`src/rtl/rv32_pkg.sv`:
```
// Shared encodings for the MEM stage: load/store widths, FSM states and byte-enable patterns.
package rv32_pkg;

    // funct3 encodings for loads/stores
    localparam logic [2:0] RW_B  = 3'b000;
    localparam logic [2:0] RW_H  = 3'b001;
    localparam logic [2:0] RW_W  = 3'b010;
    localparam logic [2:0] RW_BU = 3'b100;
    localparam logic [2:0] RW_HU = 3'b101;

    typedef enum logic [1:0] {
        ST_IDLE = 2'd0,
        ST_REQ  = 2'd1,
        ST_DONE = 2'd2
    } mem_state_e;

    localparam logic [3:0] BE_NONE = 4'b0000;
    localparam logic [3:0] BE_B0   = 4'b0001;
    localparam logic [3:0] BE_LO   = 4'b0011;
    localparam logic [3:0] BE_HI   = 4'b1100;
    localparam logic [3:0] BE_ALL  = 4'b1111;

endpackage

```
`src/rtl/mem_access_stage_if.sv`:
```
// Data-memory req/ready bus between the MEM stage (master) and the data memory (slave).
interface mem_access_stage_if;
    logic        dmem_req;
    logic        dmem_we;
    logic [31:0] dmem_addr;
    logic [31:0] dmem_wdata;
    logic [3:0]  dmem_be;
    logic [31:0] dmem_rdata;
    logic        dmem_ready;

    modport master (
        output dmem_req, dmem_we, dmem_addr, dmem_wdata, dmem_be,
        input  dmem_rdata, dmem_ready
    );

    modport slave (
        input  dmem_req, dmem_we, dmem_addr, dmem_wdata, dmem_be,
        output dmem_rdata, dmem_ready
    );
endinterface

```
`src/rtl/mem_access_stage_load_align_ext.sv`:
```
// Selects the addressed byte/halfword from a captured read word and sign/zero-extends it.
module load_align_ext
    import rv32_pkg::*;
(
    input  logic [31:0] rdata,
    input  logic [1:0]  addr_lo,
    input  logic [2:0]  rw_type,
    output logic [31:0] load_data
);

    logic [7:0]  byte_sel;
    logic [15:0] half_sel;

    always_comb begin
        byte_sel = 8'h00;
        case (addr_lo)
            2'd0:    byte_sel = rdata[7:0];
            2'd1:    byte_sel = rdata[15:8];
            2'd2:    byte_sel = rdata[23:16];
            default: byte_sel = rdata[31:24];
        endcase
        half_sel = addr_lo[1] ? rdata[31:16] : rdata[15:0];
    end

    always_comb begin
        load_data = rdata;
        case (rw_type)
            RW_B:    load_data = {{24{byte_sel[7]}}, byte_sel};
            RW_H:    load_data = {{16{half_sel[15]}}, half_sel};
            RW_BU:   load_data = {24'h000000, byte_sel};
            RW_HU:   load_data = {16'h0000, half_sel};
            default: load_data = rdata;
        endcase
    end

endmodule

```
`src/rtl/mem_access_stage.sv`:
```
// MEM pipeline stage: issues loads/stores on the req/ready bus, stalls while outstanding,
// and selects the write-back value (LUI immediate, aligned load data or ALU result).
module mem_access_stage
    import rv32_pkg::*;
#(
    parameter int WAIT_LIMIT = 255,
    parameter int CNT_W      = 8
) (
    input  logic                       clk,
    input  logic                       rst,
    input  logic [31:0]                aluout_MEM,
    input  logic [31:0]                read2_MEM,
    input  logic [31:0]                imm_MEM,
    input  logic [4:0]                 rd_MEM,
    input  logic                       RegWrite_MEM,
    input  logic                       MemRead_MEM,
    input  logic                       MemWrite_MEM,
    input  logic                       MemtoReg_MEM,
    input  logic                       lui_MEM,
    input  logic [2:0]                 RW_type_MEM,
    mem_access_stage_if.master         dmem,
    output logic                       mem_stall,
    output logic [31:0]                wb_data,
    output logic                       RegWrite_WB_o,
    output logic [4:0]                 rd_WB_o,
    output logic                       misalign,
    output logic                       bus_err
);

    localparam logic [CNT_W-1:0] CNT_LAST = CNT_W'(WAIT_LIMIT - 1);

    mem_state_e  state_reg, state_next;
    logic [CNT_W-1:0] cnt_reg, cnt_next;
    logic        err_reg, err_next;
    logic [31:0] rdata_q_reg, rdata_q_next;
    logic        req_reg, req_next;
    logic        we_reg, we_next;
    logic [31:0] addr_reg, addr_next;
    logic [31:0] wdata_reg, wdata_next;
    logic [3:0]  be_reg, be_next;

    logic        access;
    logic        addr_misaligned;
    logic [31:0] store_wdata;
    logic [3:0]  store_be;
    logic [31:0] load_ext;

    assign access = MemRead_MEM | MemWrite_MEM;

    always_comb begin
        addr_misaligned = 1'b0;
        case (RW_type_MEM)
            RW_H, RW_HU: addr_misaligned = aluout_MEM[0];
            RW_W:        addr_misaligned = (aluout_MEM[1:0] != 2'b00);
            default:     addr_misaligned = 1'b0;
        endcase
    end

    // Lane replication lets the memory pick bytes purely by byte enable.
    always_comb begin
        store_wdata = read2_MEM;
        store_be    = BE_ALL;
        case (RW_type_MEM[1:0])
            2'b00: begin
                store_wdata = {4{read2_MEM[7:0]}};
                store_be    = BE_B0 << aluout_MEM[1:0];
            end
            2'b01: begin
                store_wdata = {2{read2_MEM[15:0]}};
                store_be    = aluout_MEM[1] ? BE_HI : BE_LO;
            end
            default: begin
                store_wdata = read2_MEM;
                store_be    = BE_ALL;
            end
        endcase
    end

    always_comb begin
        state_next   = state_reg;
        cnt_next     = cnt_reg;
        err_next     = err_reg;
        rdata_q_next = rdata_q_reg;
        req_next     = req_reg;
        we_next      = we_reg;
        addr_next    = addr_reg;
        wdata_next   = wdata_reg;
        be_next      = be_reg;
        mem_stall    = 1'b0;
        misalign     = 1'b0;
        bus_err      = 1'b0;
        case (state_reg)
            ST_IDLE: begin
                if (access) begin
                    if (addr_misaligned) begin
                        misalign = 1'b1;
                    end else begin
                        req_next   = 1'b1;
                        we_next    = MemWrite_MEM & ~MemRead_MEM;
                        addr_next  = {aluout_MEM[31:2], 2'b00};
                        wdata_next = store_wdata;
                        be_next    = store_be;
                        cnt_next   = '0;
                        mem_stall  = 1'b1;
                        state_next = ST_REQ;
                    end
                end
            end
            ST_REQ: begin
                mem_stall = 1'b1;
                cnt_next  = cnt_reg + 1'b1;
                // A ready arriving on the final permitted cycle still completes cleanly.
                if (dmem.dmem_ready) begin
                    rdata_q_next = dmem.dmem_rdata;
                    req_next     = 1'b0;
                    state_next   = ST_DONE;
                end else if (cnt_reg == CNT_LAST) begin
                    req_next   = 1'b0;
                    err_next   = 1'b1;
                    bus_err    = 1'b1;
                    state_next = ST_DONE;
                end
            end
            ST_DONE: begin
                err_next   = 1'b0;
                state_next = ST_IDLE;
            end
            default: begin
                state_next = ST_IDLE;
            end
        endcase
    end

    always_ff @(posedge clk) begin
        if (rst) begin
            state_reg   <= ST_IDLE;
            cnt_reg     <= '0;
            err_reg     <= 1'b0;
            rdata_q_reg <= 32'h0;
            req_reg     <= 1'b0;
            we_reg      <= 1'b0;
            addr_reg    <= 32'h0;
            wdata_reg   <= 32'h0;
            be_reg      <= BE_NONE;
        end else begin
            state_reg   <= state_next;
            cnt_reg     <= cnt_next;
            err_reg     <= err_next;
            rdata_q_reg <= rdata_q_next;
            req_reg     <= req_next;
            we_reg      <= we_next;
            addr_reg    <= addr_next;
            wdata_reg   <= wdata_next;
            be_reg      <= be_next;
        end
    end

    assign dmem.dmem_req   = req_reg;
    assign dmem.dmem_we    = we_reg;
    assign dmem.dmem_addr  = addr_reg;
    assign dmem.dmem_wdata = wdata_reg;
    assign dmem.dmem_be    = be_reg;

    load_align_ext u_load_align_ext (
        .rdata     (rdata_q_reg),
        .addr_lo   (aluout_MEM[1:0]),
        .rw_type   (RW_type_MEM),
        .load_data (load_ext)
    );

    assign wb_data       = lui_MEM ? imm_MEM : (MemtoReg_MEM ? load_ext : aluout_MEM);
    assign RegWrite_WB_o = RegWrite_MEM & ~misalign & ~((state_reg == ST_DONE) & err_reg);
    assign rd_WB_o       = rd_MEM;

endmodule

```
`src/flat_wrapper.sv`:
```
// flat-port wrapper written by rule: the top's interface ports become plain ports
module mem_access_stage_flat import rv32_pkg::*;
#(
    parameter int WAIT_LIMIT = 255,
    parameter int CNT_W      = 8
)
  (clk, rst, aluout_MEM, read2_MEM, imm_MEM, rd_MEM, RegWrite_MEM, MemRead_MEM, MemWrite_MEM, MemtoReg_MEM, lui_MEM, RW_type_MEM, mem_stall, wb_data, RegWrite_WB_o, rd_WB_o, misalign, bus_err, dmem_dmem_req, dmem_dmem_we, dmem_dmem_addr, dmem_dmem_wdata, dmem_dmem_be, dmem_dmem_rdata, dmem_dmem_ready);
  mem_access_stage_if dmem_i ();
  input  logic clk;
  input  logic rst;
  input  logic [31:0] aluout_MEM;
  input  logic [31:0] read2_MEM;
  input  logic [31:0] imm_MEM;
  input  logic [4:0] rd_MEM;
  input  logic RegWrite_MEM;
  input  logic MemRead_MEM;
  input  logic MemWrite_MEM;
  input  logic MemtoReg_MEM;
  input  logic lui_MEM;
  input  logic [2:0] RW_type_MEM;
  output logic mem_stall;
  output logic [31:0] wb_data;
  output logic RegWrite_WB_o;
  output logic [4:0] rd_WB_o;
  output logic misalign;
  output logic bus_err;
  output wire logic [$bits(dmem_i.dmem_req)-1:0] dmem_dmem_req;
  output wire logic [$bits(dmem_i.dmem_we)-1:0] dmem_dmem_we;
  output wire logic [$bits(dmem_i.dmem_addr)-1:0] dmem_dmem_addr;
  output wire logic [$bits(dmem_i.dmem_wdata)-1:0] dmem_dmem_wdata;
  output wire logic [$bits(dmem_i.dmem_be)-1:0] dmem_dmem_be;
  input wire logic [$bits(dmem_i.dmem_rdata)-1:0] dmem_dmem_rdata;
  input wire logic [$bits(dmem_i.dmem_ready)-1:0] dmem_dmem_ready;
  assign dmem_dmem_req = dmem_i.dmem_req;
  assign dmem_dmem_we = dmem_i.dmem_we;
  assign dmem_dmem_addr = dmem_i.dmem_addr;
  assign dmem_dmem_wdata = dmem_i.dmem_wdata;
  assign dmem_dmem_be = dmem_i.dmem_be;
  assign dmem_i.dmem_rdata = dmem_dmem_rdata;
  assign dmem_i.dmem_ready = dmem_dmem_ready;
  mem_access_stage #(.WAIT_LIMIT(WAIT_LIMIT), .CNT_W(CNT_W)) u_core (.clk(clk), .rst(rst), .aluout_MEM(aluout_MEM), .read2_MEM(read2_MEM), .imm_MEM(imm_MEM), .rd_MEM(rd_MEM), .RegWrite_MEM(RegWrite_MEM), .MemRead_MEM(MemRead_MEM), .MemWrite_MEM(MemWrite_MEM), .MemtoReg_MEM(MemtoReg_MEM), .lui_MEM(lui_MEM), .RW_type_MEM(RW_type_MEM), .dmem(dmem_i), .mem_stall(mem_stall), .wb_data(wb_data), .RegWrite_WB_o(RegWrite_WB_o), .rd_WB_o(rd_WB_o), .misalign(misalign), .bus_err(bus_err));
endmodule
```
`config.mk`:
```
export PLATFORM = sky130hd
export DESIGN_NAME = mem_access_stage_flat
export DESIGN_NICKNAME = d
export VERILOG_FILES = /design/src/rtl/rv32_pkg.sv /design/src/rtl/mem_access_stage_if.sv /design/src/rtl/mem_access_stage_load_align_ext.sv /design/src/rtl/mem_access_stage.sv /design/src/flat_wrapper.sv
export SDC_FILE = /design/constraint.sdc
export NUM_CORES = 1
export LEC_CHECK = 0
export ABC_CLOCK_PERIOD_IN_PS = 3600
export CAP_MARGIN = 20
export CELL_PAD_IN_SITES_DETAIL_PLACEMENT = 1
export CELL_PAD_IN_SITES_GLOBAL_PLACEMENT = 2
export CORE_AREA = 5 5 165 167
export CTS_CLUSTER_SIZE = 16
export DETAILED_ROUTE_END_ITERATION = 8
export DIE_AREA = 0 0 170 172
export PLACE_DENSITY_LB_ADDON = 0.05
export SYNTH_ARGS = -nofsm -noshare
export SYNTH_HDL_FRONTEND = slang
export SYNTH_HIERARCHICAL = 1
export SYNTH_SLANG_ARGS = --single-unit
```
`constraint.sdc`:
```
create_clock -name clk -period 3.6 [get_ports clk]
set_input_delay 0.72 -clock clk [delete_from_list [all_inputs] [get_ports clk]]
set_output_delay 0.72 -clock clk [all_outputs]
set_load 0.05 [all_outputs]
```
# --- Word level (Yosys, flattened, before mapping) ---
# Index checks and enable logic that the tools add are counted.
word_totals:
  reg_bits: 111
  inputBits: 144
  output_inout_bits: 111
op_classes:
  add_sub_neg: 1
  n_eq_ne: 15
  n_shift: 1
  muxes: 34
  bitwise: 9
  reduce_logical: 14
op_table:
  columns: ["operator", "count"]
  rows:
  - ["32-bit case mux with 4 select lines", 1]
  - ["32-bit two-way mux", 2]
  - ["32-bit case mux with 2 select lines", 1]
  - ["8-bit case mux with 3 select lines", 1]
  - ["16-bit two-way mux", 1]
  - ["8-bit two-way mux", 2]
  - ["8-bit case mux with 2 select lines", 1]
  - ["1-bit two-way mux", 14]
  - ["3-bit AND reduction", 4]
  - ["8-bit by 1-bit adder with 8-bit output, second input constant", 1]
  - ["8-bit equality test, second input constant", 1]
  - ["2-bit two-way mux", 4]
  - ["1-bit case mux with 2 select lines", 4]
  - ["4-bit case mux with 2 select lines", 1]
  - ["2-bit by 1-bit equality test with 1-bit output, second input constant", 3]
  - ["3-bit equality test, second input constant", 2]
  - ["2-bit logical NOT", 3]
  - ["2-bit nonzero test", 3]
  - ["1-bit bitwise AND", 4]
  - ["2-bit equality test, second input constant", 2]
  - ["4-bit two-way mux", 1]
  - ["2-bit by 1-bit != test with 1-bit output, second input constant", 2]
  - ["2-bit != test, second input constant", 2]
  - ["1-bit NOT", 4]
  - ["other kinds (10)", 10]

# --- Depth between registers and ports, before layout ---
# Gate-level depths: netlist (run 1).
logic_depth:
  word_depth: 9
  depth_mapped: 8
  mapped_depth_nobuf: 6

# --- Hierarchy ---
# Netlist (run 1), hierarchy kept.
by_module_without_submodules:
  columns: ["module", "instances", "cells_each", "area_per_inst_um2", "seq_area_each_um2"]
  rows:
  - ["mem_access_stage", 1, 679, 5525.3, 2222.1]
  - ["load_align_ext", 1, 131, 723.2, 0.0]

# --- Least setup slack after synthesis (run 1) ---
# OpenSTA, ideal clock, no wires.
synth_timing:
  path_type: "input port to output port"
  startpoint: "input RW_type_MEM[1]"
  endpoint: "output wb_data[23]"
  t_arrival_ns: 3.028
  required_time_ns: 2.880
  path_slack_ns: -0.148
  path_stages: 8
  path_cell_list: "buf_6 or3_1 or3_1 buf_2 buf_6 o21ai_0 mux2i_1 o21ai_0"
synth_via:
  elab_chain_cells: 4
  word_cells_on_any_way: 7
  cone_classes: "3 x eq/ne; 3 x mux; 1 x reduce/logical"
synth_lines:
  columns: ["item", "line", "rtl"]
  rows:
  - ["start: declaration", "flat_wrapper.sv:20", "input logic [2:0] RW_type_MEM;"]
  - ["3-bit equality test, or another cell as far along", "mem_access_stage_load_align_ext.sv:27", "case (rw_type)"]
  - ["32-bit case mux with 4 select lines (*)", "mem_access_stage_load_align_ext.sv:27", null]
  - ["via u_core.load_ext[23]", "mem_access_stage.sv:46", "logic [31:0] load_ext;"]
  - ["32-bit two-way mux (*) (2 in series)", "mem_access_stage.sv:171", "assign wb_data = lui_MEM ? imm_MEM : (MemtoReg_MEM ? load_ext : aluout_MEM);"]
  - ["end: declaration", "flat_wrapper.sv:22", "output logic [31:0] wb_data;"]
# Mark *: on every way through the listed nets, which the timed path passes. The rest lies on a longest branch.

# --- Final worst setup path (run 1) ---
layout_timing:
  startpoint: "input aluout_MEM[0]"
  endpoint: "output wb_data[17]"
layout_via:
  elab_chain_cells: 5
  word_cells_on_any_way: 7
  cone_classes: "2 x eq/ne; 4 x mux; 1 x reduce/logical"
layout_lines:
  columns: ["item", "line", "rtl"]
  rows:
  - ["start: declaration", "flat_wrapper.sv:11", "input logic [31:0] aluout_MEM;"]
  - ["2-bit equality test, or another cell as far along", "mem_access_stage_load_align_ext.sv:16", "case (addr_lo)"]
  - ["8-bit case mux with 3 select lines (*)", "mem_access_stage_load_align_ext.sv:16", null]
  - ["32-bit case mux with 4 select lines (*)", "mem_access_stage_load_align_ext.sv:27", null]
  - ["via u_core.load_ext[17]", "mem_access_stage.sv:46", null]
  - ["32-bit two-way mux (*) (2 in series)", "mem_access_stage.sv:171", null]
# Marked as above.

==> flow_metrics.py, run 1 <==
metrics = {
    "run_status": {
        "status": "finished, final reports clean",
    },
    "final_layout": {
        "instances_no_fill": 1365,
        "nets": 1172,
        "drive_above_1_share_pct": 13.4,
        "areaGrowthSynthToFinish_pct": 53.2,
        "post-route-util_pct": 37.4,
        "diodes": 0,
        "layout_commonest_cell": "clkdlybuf4s50_1",
        "nFillCells": 3036,
        "final_cell_mix": "clkdlybuf4s50_1, nand2_1, dfxtp_1, a21oi_1, o21ai_0",
    },
    "worst_setup_path": {
        "end_kind": "output pin",
        "r2r-end": "u_core/dmem.dmem_wdata[25]$_SDFFE_PP0P_",
        "endpoint": "wb_data[17]",
        "ff2ff_path_depth": 5,
        "required_ns": 2.88,
        "rrSetupSlack_ns": 1.69,
        "critPathLaunchType": "input pin",
        "path_class": "input pin to output pin",
        "worst_ep_arrival_time_ns": 2.78,
        "critical_path.startpoint": "aluout_MEM[0]",
        "cp_max_fo": 5,
        "r2r_start": "u_core/state_reg[1]$_SDFFE_PP0P_",
    },
    "power_and_ir_drop": {
        "swShare_pct": 37.4,
        "powerDensity_mw_per_mm2": 408,
        "p_seq_share_pct": 35.6,
        "p_leak_nw": 3.58,
        "p_comb_share_pct": 36.7,
        "p_int_mw": 2.45,
        "clockPowerShare_pct": 27.8,
        "ir_drop_mv": 0.208,
        "p_sw_mw": 1.46,
    },
    "sta": {
        "slew_viol_final": 0,
        "fin_crit_sh_pct": 97.2,
        "finalCriticalPeriod_ns": 3.50,
        "fin_setup_tns_ns": 0,
        "holdWs_ns": 0.460,
        "setup_slack_ns": 0.103,
        "worst_pin_slew_ns": 0.810,
        "hold_viol": 0,
        "setup_violations": 0,
        "slew_headroom_pct": 46.0,
        "clock-skew-final_ns": 0.00758,
        "timing.fmax_mhz": 286,
    },
    "global_route": {
        "grt_max_degree": 70,
        "grt_pass1_vias": 6924,
        "grt-ovfl-total": 0,
        "grt_pass1_wl_um": 42600,
        "antenna_found_initial": 0,
        "grt.total_usage_pct": 18.8,
    },
    "detailed_routing": {
        "viasPerCell": 4.90,
        "drc_errors": 0,
        "drt_iter0_drc": 311,
        "ant_nets": 0,
        "drt_first_pass_iters": 4,
        "wl_um": 28700,
        "vias": 6691,
        "wl_per_cell_um": 21.0,
    },
    "clock_network": {
        "cts_buffer_depth": 2,
        "clock_sinks": 111,
        "cts-hold-fix-buffers": 0,
        "h-tree-depth": 3,
        "cts_tree": "yes",
        "root_buffer": "clkbuf_16",
        "insertion_delay_ns": 0.36,
        "clk_pin_slew_ns": 0.07,
        "numCtsBuffers": 9,
    },
    "floorplan": {
        "die_w_um": 170,
        "die_h_um": 172,
        "ios": 255,
        "initial_core_util_pct": 24.4,
        "core_sq_mm": 0.0256,
        "die-area_sq_mm": 0.0292,
        "rows": 59,
    },
    "placed_design": {
        "gp_congestion": 0.754,
        "dp.cells": 1345,
        "preCtsSetupSlack_ns": -0.0379,
        "io_buffers": 242,
        "place_hpwl_um": 21100,
    },
    "synth": {
        "ys_ff_latch": 111,
        "syn-instance-count": 810,
        "synth-async-reset-ratio_pct": 0,
        "synth_cell_types": 54,
        "synth-main-ff-cell": "dfxtp_1",
        "post-synth-top-area-cell": "dfxtp_1",
        "yosysSeqAreaShare_pct": 35.6,
        "syn_area_sq_mm": 0.00625,
        "synth_edf_count": 0,
        "yosys_warnings": 6,
        "synth_top_area_share_pct": 35.6,
        "synth_area_per_cell_sq_um": 7.71,
        "synthTopCellsByArea": "dfxtp_1, o21ai_0, nand2_1",
    },
    "worst_hold_path": {
        "hp-class": "flip-flop to flip-flop",
        "holdPathStages": 2,
    },
    "job": {
        "cap_viol_max_count": 0,
    },
}
logic make-up (layout without fill, tap and decap cells):
family	count (synthesis)	count (layout)	synth area share (%)
AO/OA/AOI/OAI	293	293	29.1
AND/OR/NAND/NOR	256	256	18.7
flip-flops	111	111	35.6
buffers and inverters	95	314	7.83
multiplexers	52	52	8.35
adder cells (fa/ha/maj)	2	2	0.400
other	1	2	0.0600
synthesized netlist by cell type, types with 6 or more instances:
master / count
a211oi_1: 14
a21oi_1: 94
a21oi_2: 10
a221o_1: 8
a22oi_1: 7
a311oi_2: 9
buf_2: 19
buf_4: 13
buf_6: 8
clkbuf_1: 42
dfxtp_1: 111
inv_1: 8
mux2i_1: 51
nand2_1: 152
nand2b_1: 11
nand3_1: 43
nor2_1: 6
nor2b_1: 23
o2111ai_1: 8
o21ai_0: 117
worst min-delay path by stage:
stage	slack [ns]	startpoint	end
final	0.46	u_core/rdata_q_reg[3]$_SDFFE_PP0P_	u_core/rdata_q_reg[3]$_SDFFE_PP0P_
after detailed placement	0.45	u_core/rdata_q_reg[3]$_SDFFE_PP0P_	u_core/rdata_q_reg[3]$_SDFFE_PP0P_
after floorplan	0.44	u_core/rdata_q_reg[0]$_SDFFE_PP0P_	u_core/rdata_q_reg[0]$_SDFFE_PP0P_
after global placement	0.45	u_core/rdata_q_reg[6]$_SDFFE_PP0P_	u_core/rdata_q_reg[6]$_SDFFE_PP0P_
after CTS	0.46	u_core/rdata_q_reg[3]$_SDFFE_PP0P_	u_core/rdata_q_reg[3]$_SDFFE_PP0P_
after global routing	0.48	u_core/rdata_q_reg[2]$_SDFFE_PP0P_	u_core/rdata_q_reg[2]$_SDFFE_PP0P_
layer usage:
metal	routed length [um]	up-vias	GRT usage (%)	share of wire, %
met3	1370	13	3.84	4.8
met5	0	-	0	0
met4	303	0	3.82	1.1
li1	-	3299	-	-
met2	14200	151	33.0	50
met1	12800	3228	24.2	45
power by group through the flow:
stage	registers [mW]	logic, mW	clock network, mW
2_1_floorplan	1.66	0.589	0
3_3_place_gp	1.42	1.44	0
3_5_place_dp	1.42	1.44	0
4_1_cts	1.39	1.44	1.14
5_1_grt	1.40	1.53	1.17
6_report	1.39	1.43	1.09
per-stage QoR:
stage / instance area [sq um] / total power [mW]
after floorplan: 6250 / 2.25
after global placement: 9160 / 2.85
after detailed placement: 9160 / 2.86
after CTS: 9480 / 3.97
after global routing: 9580 / 4.10
final: 9580 / 3.91
final cells by class:
type / count / area (sq um) / area share (%)
inverter: 9 / 33.8 / 0.353
sequential: 111 / 2220 / 23.2
multi-input combinational: 605 / 3570 / 37.3
timing repair buffer: 290 / 3020 / 31.6
tap: 335 / 419 / 4.38
clock inverter: 5 / 66.3 / 0.693
clock buffer: 10 / 239 / 2.50
timing repair:
action	in CTS	in global routing
endpoints found under the setup margin	17	22
setup buffers	0	3
pin swaps	1	3
cloned	0	2
gates resized for setup	6	6
worst max-delay path: stages:
cell and delay, ns:
dlygate4sd2_1 0.32, a211oi_1 0.12, or3_1 0.43, or3_4 0.45, buf_12 0.16, o21ai_0 0.10, mux2i_1 0.12, o21ai_1 0.17
buf_6 0.18
(Power assumes the default switching activity.)
==> run 2: changes to the inputs <==
==> constraint.sdc (replaced) <==
create_clock -name clk -period 3.6 [get_ports clk]
set_input_delay 1.08 -clock clk [delete_from_list [all_inputs] [get_ports clk]]
set_output_delay 1.08 -clock clk [all_outputs]
set_load 0.05 [all_outputs]
==> flow_metrics.py, run 2 (synthesis gave the netlist of run 1 again) <==
metrics = {
    "global_route": {
        "grt_util_met3_pct": 3.93,
        "grt.total_usage_pct": 19.0,
        "grt_pass1_wl_um": 43100,
        "met1_usage_pct": 27.0,
        "grt-ovfl-total": 0,
        "antenna_found_initial": 3,
        "grtUsageMet2_pct": 29.7,
        "grt_max_degree": 73,
        "busiest_layer": "met2",
        "grt_pass1_vias": 6977,
    },
    "detailed_routing": {
        "vias": 6777,
        "viasPerCell": 4.91,
        "wl_per_cell_um": 20.8,
        "drt_iter0_drc": 266,
        "wl_um": 28700,
        "drt_first_pass_iters": 4,
        "drc_errors": 0,
        "ant_nets": 0,
    },
    "placed_design": {
        "gp_congestion": 0.782,
        "place_hpwl_um": 21200,
        "io_buffers": 242,
        "placed_area_sq_mm": 0.00961,
        "preCtsSetupSlack_ns": -0.807,
    },
    "sta": {
        "fin_crit_sh_pct": 106,
        "rsz0062_at_grt": "true",
        "setup_violations": 27,
        "fin_setup_tns_ns": -4.43,
        "slew_headroom_pct": 41.2,
        "slew_viol_final": 0,
        "worst_pin_slew_ns": 0.882,
        "hold_viol": 0,
        "finalCriticalPeriod_ns": 3.82,
        "clock-skew-final_ns": 0.00701,
        "setup_slack_ns": -0.223,
        "timing.fmax_mhz": 262,
    },
    "clock_network": {
        "insertion_delay_ns": 0.36,
        "cts_buffer_depth": 2,
        "cts_tree": "yes",
        "clock_sinks": 111,
        "clk_pin_slew_ns": 0.08,
        "root_buffer": "clkbuf_16",
        "numCtsBuffers": 9,
        "h-tree-depth": 3,
    },
    "power_and_ir_drop": {
        "power_mw": 4.12,
        "powerDensity_mw_per_mm2": 399,
        "p_leak_nw": 3.79,
        "ir_drop_mv": 0.230,
    },
    "final_layout": {
        "post-route-util_pct": 40.3,
        "design_area_sq_mm": 0.0103,
        "final_cell_mix": "clkdlybuf4s50_1, nand2_1, dfxtp_1, a21oi_1, o21ai_0",
        "areaGrowthSynthToFinish_pct": 65.3,
        "layout_commonest_cell": "clkdlybuf4s50_1",
        "drive_above_1_share_pct": 21.9,
        "nets": 1185,
    },
    "floorplan": {
        "rows": 59,
        "initial_core_util_pct": 24.4,
        "ios": 255,
        "die_h_um": 172,
        "core_sq_mm": 0.0256,
        "die_w_um": 170,
        "die-area_sq_mm": 0.0292,
    },
    "worst_hold_path": {
        "hp-class": "flip-flop to flip-flop",
        "hold_start": "u_core/rdata_q_reg[6]$_SDFFE_PP0P_",
    },
    "worst_setup_path": {
        "r2r_start": "u_core/state_reg[1]$_SDFFE_PP0P_",
        "path_class": "input pin to output pin",
        "critical_path.startpoint": "aluout_MEM[0]",
        "cp_max_fo": 5,
        "end_kind": "output pin",
        "critPathLaunchType": "input pin",
        "worst_ep_arrival_time_ns": 2.74,
        "required_ns": 2.52,
    },
    "job": {
        "cap_viol_max_count": 0,
    },
    "run_status": {
        "status": "finished, violations left",
        "violations": "setup timing",
    },
}
-- run 2: metal layers --
layer	wire length [um]	share of wire, %
met1	13900	48
met2	12800	45
met3	1590	5.5
met4	323	1.1
met5	27	0.094
-- run 2: worst paths after layout --
path	endpoint	slack, ns	cells past startpoint
worst max-delay path	wb_data[23]	-0.22	10
worst min-delay path	u_core/rdata_q_reg[6]$_SDFFE_PP0P_	0.46	2
worst max register to register	u_core/dmem.dmem_addr[17]$_SDFFE_PP0P_	1.84	5
worst min register to register	u_core/rdata_q_reg[6]$_SDFFE_PP0P_	0.46	2
-- run 2: stage by stage --
step | hold WS (ns) | std cells
3_3_place_gp | 0.446 | 1358
3_5_place_dp | 0.450 | 1358
5_1_grt | 0.474 | 1380
4_1_cts | 0.463 | 1377
2_1_floorplan | 0.437 | 811
6_report | 0.460 | 1380
-- run 2: area by class of cell --
cell class              instances  area, sq um
diodes                          1         2.50
fillers                      2935        15300
repair buffers                303         3230
flip-flops and latches        111         2220
multi-input cells             605         4090
well taps                     335          419
clock buffers                  10          239
clock inverters                 6         98.8
inverters                       9         33.8
-- run 2: timing repair --
action / CTS / global route
resized for setup: 64 / 45
cloned: 1 / 1
pin swaps: 8 / 16
endpoints found under the setup margin: 35 / 33
hold buffers: 0 / 0
hold endpoints to repair: 0 / 0
setup buffers: 2 / 1
-- run 2: worst max-delay path, cell delays in order --
cell and delay (ns):
buf_12 0.11, buf_6 0.11, mux2i_1 0.10, a21o_1 0.23, or3_4 0.44, clkbuf_16 0.19
o21ai_2 0.06, mux2i_2 0.10, o21ai_4 0.15, buf_6 0.17
-- run 2: power breakdown --
group          total, mW  leakage, nW  switching, mW  internal, mW
Combinational       1.56         2.72          0.932         0.625
Sequential          1.39        0.910         0.0657          1.32
Clock               1.17        0.163          0.530         0.644
Total               4.12         3.79           1.53          2.59
==> edit, RTL diff (config.mk and constraints of run 2) <==
`CNT_W` is set to 8 in 2 places; all go to 6.
--- a/src/rtl/mem_access_stage.sv
+++ b/src/rtl/mem_access_stage.sv
@@ -6,3 +6,3 @@
     parameter int WAIT_LIMIT = 255,
-    parameter int CNT_W      = 8
+    parameter int CNT_W      = 6
 ) (
--- a/src/flat_wrapper.sv
+++ b/src/flat_wrapper.sv
@@ -4,3 +4,3 @@
     parameter int WAIT_LIMIT = 255,
-    parameter int CNT_W      = 8
+    parameter int CNT_W      = 6
 )
Function: no difference found for any inputs over 4 cycles, from zero or initial values and one cycle with rst high; that may be too few to reach the edited logic, so the function may still have changed.
==> edit against run 2 <==
- the flow still finishes with violations (setup timing)
- cell area is 3.7% lower
- sequential cell count down 2
- via count down 3.8%
- routed wire length fell by 3.7%
- first-iteration DRC count is 6.4% higher
- synthesized cell count shrank 2.6%
- area after synthesis is 5.2% lower
- power fell by 5.2%
- clock skew grew 2.8 ps
- worst setup slack improved by 83 ps
- core utilization shrank 1.5 points
- largest power group unchanged
==> edit: results (changes against run 2) <==
Placed design
  – Cell count after placement: 1,326 (-2.4%)
  – RePlAce Congestion: 0.753 (-3.6%)

Pwr
  – Max VDD drop: 0.184 mV (-20%)
  – Leak: 0.00360 uW (-5.0%)

GRT
  – First-pass GRT wire length: 41,600 microns (-3.5%)
  – All-layer global routing usage: 18.2% (-0.77 points)

Layout
  – Share of cells above drive strength 1: 20.5% (-1.5 points)
  – Final-stage net count: 1,154 (-2.6%)
  – N_diodes: 0 (-1)

Timing
  – Final setup viols: 25 (-7.4%)
  – Setup ws final: -140 ps (+83.0 ps)
  – Slew HR: 42.6% (+1.3 points)
  – Setup TNS: -2610 ps (+1820 ps)
  – Hold WS: 460 ps (+0.930 ps)

Logic synthesis
  – Synth area leaders: dfxtp_1 (37%), nand2_1 (9.6%), a21oi_1 (8.6%), mux2i_1 (8.3%), o21ai_0 (6.1%)
  – Syn Area/Cell: 7.51 sq um (-2.7%)

Setup path
  – Reg2reg end: u_core/rdata_q_reg[25]
  – Slowest stage delay, CP: 380 ps (-60 ps)
  – Crit path to: wb_data[31]

Route
  – Drt initial violations: 283 (+6.4%)
  – Via count: 6,517 (-3.8%)
  – Post-DR wirelength/cell: 20.5 microns (-1.3%)

Worst hold path
  – Startpoint of the worst hold path: u_core/rdata_q_reg[3]

Run status
  – Status: complete, but fails checks
  – Failing checks: setup timing
## edit: what timing repair did
action / in CTS / in global routing
setup endpoints to repair: 35 / 34
buffers inserted: 6 / 0
pin swaps: 30 / 10
gates cloned: 2 / 0
resized for setup: 115 / 21
## edit: layer usage
metal	GRT usage [%]	wire, microns	up-vias
met1	24.1	12500	3124
met5	0	16	-
met2	31.1	13400	143
li1	-	-	3233
met3	3.66	1490	15
met4	3.37	163	2
## edit: cells by family after synthesis
family                   Yosys count  synth area share, %
AND/OR/NAND/NOR                  254                 19.4
flip-flops                       109                 36.8
AO/OA/AOI/OAI                    283                 27.4
adder cells (fa/ha/maj)            2                0.422
other                              1               0.0633
multiplexers                      50                 8.47
buffers and inverters             89                 7.29
XOR/XNOR                           1                0.148
## edit: cell type report
class	instances	area, sq um
Fill cell	2955	15700
Multi-Input combinational cell	592	3930
Timing Repair Buffer	290	3120
Sequential cell	109	2180
Tap cell	335	419
Clock buffer	11	243
Clock inverter	4	32.5
Inverter	6	22.5
